File: src/rtl/rr_sched_32b_8b_pkg.sv
// Shared constants, types and byte-slicing helper for the 32b-to-8b
// round-robin byte-lane scheduler.
package rr_sched_32b_8b_pkg;

  localparam int BYTE_W         = 8;
  localparam int WORD_W         = 32;
  localparam int BYTES_PER_WORD = 4;

  typedef logic [1:0] byte_idx_t;

  typedef enum logic {
    IDLE = 1'b0,
    SEND = 1'b1
  } state_e;

  // Byte k of a word, MSB first: k=0 is bits [31:24], k=3 is bits [7:0].
  function automatic logic [BYTE_W-1:0] word_byte(input logic [WORD_W-1:0] word,
                                                  input byte_idx_t k);
    logic [BYTE_W-1:0] b;
    case (k)
      2'd0:    b = word[31:24];
      2'd1:    b = word[23:16];
      2'd2:    b = word[15:8];
      default: b = word[7:0];
    endcase
    return b;
  endfunction

endpackage

File: src/rtl/rr_sched_32b_8b_rr_arb.sv
// Combinational pointer-based round-robin arbiter: searches ptr+1, ptr+2, ...
// ptr (mod NUM_CH) and grants the first requester when enabled.
module rr_arb
  import rr_sched_32b_8b_pkg::*;
#(
  parameter  int NUM_CH = 4,
  localparam int CH_W   = $clog2(NUM_CH)
) (
  input  logic [NUM_CH-1:0] req,
  input  logic [CH_W-1:0]   ptr,
  input  logic              en,
  output logic [NUM_CH-1:0] grant,
  output logic [CH_W-1:0]   grant_idx
);

  logic            found;
  logic [CH_W-1:0] cand;

  always_comb begin
    grant     = '0;
    grant_idx = '0;
    found     = 1'b0;
    cand      = '0;
    for (int off = 1; off <= NUM_CH; off++) begin
      cand = CH_W'((int'(ptr) + off) % NUM_CH);
      if (en && !found && req[cand]) begin
        found       = 1'b1;
        grant[cand] = 1'b1;
        grant_idx   = cand;
      end
    end
  end

endmodule

File: src/rtl/rr_sched_32b_8b.sv
// Round-robin scheduler sharing one byte lane between NUM_CH 32-bit word
// sources; words leave MSB byte first, tagged with channel and byte index.
module rr_sched_32b_8b
  import rr_sched_32b_8b_pkg::*;
#(
  parameter  int NUM_CH = 4,
  localparam int CH_W   = $clog2(NUM_CH)
) (
  input  logic                     clk_4f,
  input  logic                     reset,
  input  logic [NUM_CH-1:0]        req_valid,
  input  logic [NUM_CH*WORD_W-1:0] req_data,
  output logic [NUM_CH-1:0]        req_ready,
  input  logic                     out_ready,
  output logic [BYTE_W-1:0]        data_out,
  output logic                     valid_out,
  output logic [CH_W-1:0]          ch_out,
  output byte_idx_t                byte_idx,
  output logic                     last_out
);

  state_e            state_q, state_d;
  byte_idx_t         cnt_q, cnt_d;
  logic [WORD_W-1:0] word_q, word_d;
  logic [CH_W-1:0]   ch_q, ch_d;
  logic [CH_W-1:0]   ptr_q, ptr_d;

  logic              load;
  logic              arb_en;
  logic [NUM_CH-1:0] grant;
  logic [CH_W-1:0]   grant_idx;
  logic [WORD_W-1:0] words [NUM_CH];

  for (genvar i = 0; i < NUM_CH; i++) begin : g_words
    assign words[i] = req_data[i*WORD_W +: WORD_W];
  end

  assign load = (state_q == IDLE) || ((cnt_q == 2'd3) && out_ready);
  // No handshake is offered while held in reset, so req_ready reads 0 at once.
  assign arb_en = load && !reset;

  rr_arb #(
    .NUM_CH (NUM_CH)
  ) u_arb (
    .req       (req_valid),
    .ptr       (ptr_q),
    .en        (arb_en),
    .grant     (grant),
    .grant_idx (grant_idx)
  );

  always_ff @(posedge clk_4f or posedge reset) begin
    if (reset) begin
      state_q <= IDLE;
      cnt_q   <= '0;
      word_q  <= '0;
      ch_q    <= '0;
      ptr_q   <= CH_W'(NUM_CH - 1);
    end else begin
      state_q <= state_d;
      cnt_q   <= cnt_d;
      word_q  <= word_d;
      ch_q    <= ch_d;
      ptr_q   <= ptr_d;
    end
  end

  // A load slot either captures the granted word or drops back to idle;
  // otherwise an accepted byte advances the index and a stall holds everything.
  always_comb begin
    state_d = state_q;
    cnt_d   = cnt_q;
    word_d  = word_q;
    ch_d    = ch_q;
    ptr_d   = ptr_q;
    if (load) begin
      cnt_d = '0;
      if (|grant) begin
        state_d = SEND;
        word_d  = words[grant_idx];
        ch_d    = grant_idx;
        ptr_d   = grant_idx;
      end else begin
        state_d = IDLE;
      end
    end else if ((state_q == SEND) && out_ready) begin
      cnt_d = cnt_q + 2'd1;
    end
  end

  always_comb begin
    req_ready = grant;
    valid_out = 1'b0;
    data_out  = '0;
    ch_out    = '0;
    byte_idx  = '0;
    last_out  = 1'b0;
    if (state_q == SEND) begin
      valid_out = 1'b1;
      data_out  = word_byte(word_q, cnt_q);
      ch_out    = ch_q;
      byte_idx  = cnt_q;
      last_out  = (cnt_q == 2'd3);
    end
  end

endmodule

File: config.mk
export PLATFORM = sky130hd
export DESIGN_NAME = rr_sched_32b_8b
export DESIGN_NICKNAME = d
export VERILOG_FILES = /design/src/rtl/rr_sched_32b_8b_pkg.sv /design/src/rtl/rr_sched_32b_8b_rr_arb.sv /design/src/rtl/rr_sched_32b_8b.sv
export SDC_FILE = /design/constraint.sdc
export NUM_CORES = 1
export LEC_CHECK = 0
export ABC_AREA = 0
export BUFFER_PORTS_ARGS = -buffer_cell sky130_fd_sc_hd__buf_2
export CAP_MARGIN = 20
export CORE_MARGIN = 2
export CORE_UTILIZATION = 50
export CTS_CLUSTER_SIZE = 30
export DETAILED_ROUTE_END_ITERATION = 10
export PLACE_DENSITY = 0.9
export SLEW_MARGIN = 10
export SYNTH_ARGS = -nofsm -noshare
export SYNTH_HDL_FRONTEND = slang
export SYNTH_SLANG_ARGS = --single-unit
export TNS_END_PERCENT = 100
File: constraint.sdc
create_clock -name clk_4f -period 6.9 [get_ports clk_4f]
set_input_delay 0.345 -clock clk_4f [delete_from_list [all_inputs] [get_ports clk_4f]]
set_output_delay 0.345 -clock clk_4f [all_outputs]
set_load 0.02 [all_outputs]
==> impl_metrics.json <==
{
  "multi_input_area_sq_um": 2200,
  "htreeDepth": 2,
  "max_freq_ghz": 0.246,
  "num_vias": 2811,
  "place_congestion": 0.888,
  "cap_violations": 0,
  "wire_per_inst_um": 19.3,
  "drive_gt1_share_pct": 63.0,
  "critPathLaunch": "ptr_q[0]$_DFFE_PP1P_",
  "fin_ws_ps": 2830,
  "async_flop_share_pct": 100,
  "cts.repair.resized": 0,
  "io_buffers": 152,
  "whs_ps": 171,
  "initial_core_util_pct": 52.0,
  "synth_area_leaders": "dfrtp_1 (28%), mux4_2 (24%), mux2_4 (13%)",
  "coreArea_sq_um": 6420,
  "powerDensity_nw_per_um2": 407,
  "r2r-start": "ptr_q[0]$_DFFE_PP1P_",
  "ys.flop_type": "dfrtp_1",
  "slew_headroom_pct": 53.3,
  "final-hold-violation-count": 0,
  "cts_sinks": 39,
  "grt_use_total_pct": 24.9,
  "slew_viol_final": 0,
  "synth_warnings": 0,
  "ys_seq_area_share_pct": 29.3,
  "wirelength_mm": 9.03,
  "outcome": "finished, violations left",
  "ys_ff_latch": 39,
  "hpwlAfterDp_mm": 7.19,
  "nets": 540,
  "syn2layout_area_growth_pct": 25.5,
  "postCtsSetupBuffers": 0,
  "via_per_inst": 5.99,
  "seqCellArea_sq_um": 978,
  "tightest_slew_ps": 700,
  "required_ps": 7080,
  "yosysTopAreaCell": "dfrtp_1",
  "grt_pass1_wl_mm": 14.3,
  "antenna_left": 0,
  "n_fill_cell": 456,
  "synthCells": 247,
  "dr.first_iter.drc_count": 113,
  "cts_tree": "yes",
  "skew_ps": 6.32,
  "path_max_fanout": 18,
  "antenna_cells": 0,
  "final_cells": 469,
  "violations": "design-rule violations",
  "crit_path_end_kind": "flip-flop",
  "rsz0062_at_grt": "no",
  "grt_pass1_vias": 2851,
  "setup_viol": 0,
  "drt_pass1_iterations": 9,
  "grt-ovfl-total": 0,
  "drc": 9,
  "clockBufferDepth": 2,
  "num_rows": 29,
  "hp-class": "in -> async",
  "start_kind": "flip-flop",
  "die_x_um": 85.7,
  "cts_buffers": 5,
  "cts_hold_buf": 0,
  "ys_types": 50,
  "antenna_found_initial": 0,
  "dp_cells": 461,
  "synth.avg_cell_area_sq_um": 13.5,
  "clkTransAtPathRegs_ps": 80,
  "synth_nets": 395,
  "yosysTopAreaCellShare_pct": 27.7,
  "synth_enable_flop_cells": 0,
  "rr_worst_depth": 9,
  "finalCritPeriodShare_pct": 59.0,
  "fin_crit_ps": 4070,
  "leakage_nw": 2.03,
  "synth_area_sq_um": 3340,
  "grt_max_degree": 40,
  "dieHeight_um": 85.7,
  "worstSetupPathType": "reg -> reg",
  "clk_latency_ps": 290,
  "synthTopCellsByCount": "dfrtp_1 (37), mux4_2 (35), mux2_4 (28)",
  "fin_setup_tns_ps": 0,
  "synth.most_common_cell": "dfrtp_1",
  "final_area_sq_um": 4190,
  "place_ws_ps": 2780,
  "ir_drop_mv": 0.227,
  "placed_cell_area_sq_um": 4080,
  "cp.arrival_ps": 4250,
  "cts_root_buf": "clkbuf_8",
  "io_pins": 153,
  "dieArea_sq_um": 7350
}
==> worst paths after layout <==
path / to / slack [ps]
worst max-delay path: word_q[2]$_DFFE_PP0P_ / 2830
worst min-delay path: state_q$_DFFE_PP0N_ / 170
worst max register to register: word_q[2]$_DFFE_PP0P_ / 2830
worst min register to register: ch_q[1]$_DFFE_PP0P_ / 490
max in group asynchronous: ptr_q[0]$_DFFE_PP1P_ / 6350
min in group clk_4f: cnt_q[0]$_DFFE_PP0P_ / 410
==> through the flow <==
| stage | utilization [%] | power (W) |
|---|---|---|
| after floorplan | - | 0.00132 |
| after global placement | 63.6 | 0.00150 |
| after detailed placement | 63.6 | 0.00155 |
| after CTS | 65.0 | 0.00171 |
| after global routing | 65.3 | 0.00182 |
| final | 65.3 | 0.00171 |
==> kinds of logic (layout without fill, tap and decap cells) <==
group	Yosys count	in the layout	share of synthesized area, %
muxes	70	70	38.5
and+or+nand+nor	58	58	11.5
AOI/OAI and AO/OA	39	39	10.7
DFF	39	39	29.3
buffers and inverters	27	172	4.95
adders and majority gates	13	13	4.87
xor gates and xnor gates	1	1	0.262
==> flip-flops by register name, summed over array words and instances (netlist names) <==
name	flops
word_q	32
cnt_q	2
ch_q	2
ptr_q	2
state_q	1
==> worst max-delay path: stages, from the launching register on <==
cell	delay [ps]
dfstp_2	700
inv_1	200
ha_1	430
mux4_2	390
nor2b_4	190
o211a_1	260
nor2_4	520
buf_4	440
mux4_2	550
mux2_4	270
==> routing by layer <==
metal	up-vias	routed length, um	part of all wire [%]	global-route usage, %
li1	1261	-	-	-
met1	1386	3650	40	32.7
met2	143	4520	50	42.6
met3	21	637	7.1	5.00
met4	0	223	2.5	6.49
met5	-	0	0	0
==> where the power goes <==
part | internal, W | leakage [nW] | switching [W] | total (W)
combinational | 0.000596 | 1.53 | 0.000504 | 0.00110
clock | 0.0000784 | 0.0470 | 0.0000768 | 0.000155
sequential | 0.000350 | 0.460 | 0.000102 | 0.000452
==> cells in the final DEF, fill, tap and decap left out, drive strengths merged, types with 3 or more instances in the layout <==
| master | count |
|---|---|
| buf | 155 |
| nand2 | 11 |
| and3 | 3 |
| o211ai | 4 |
| o21ai | 11 |
| and2 | 17 |
| a222oi | 8 |
| dfrtp | 37 |
| clkbuf | 6 |
| o211a | 3 |
| mux4 | 35 |
| nand2b | 6 |
| nand3 | 3 |
| mux2 | 33 |
| and3b | 3 |
| ha | 13 |
| nor2 | 3 |
| a21boi | 3 |
| inv | 10 |
==> final cells by class <==
class / instances / area share, %
well taps: 77 / 2.30
repair buffers: 155 / 19.0
clock inverters: 1 / 0.119
inverters: 10 / 0.896
multi-input cells: 181 / 52.4
flip-flops and latches: 39 / 23.3
clock buffers: 6 / 1.97
Note: power is estimated with default switching activity, not from simulation.
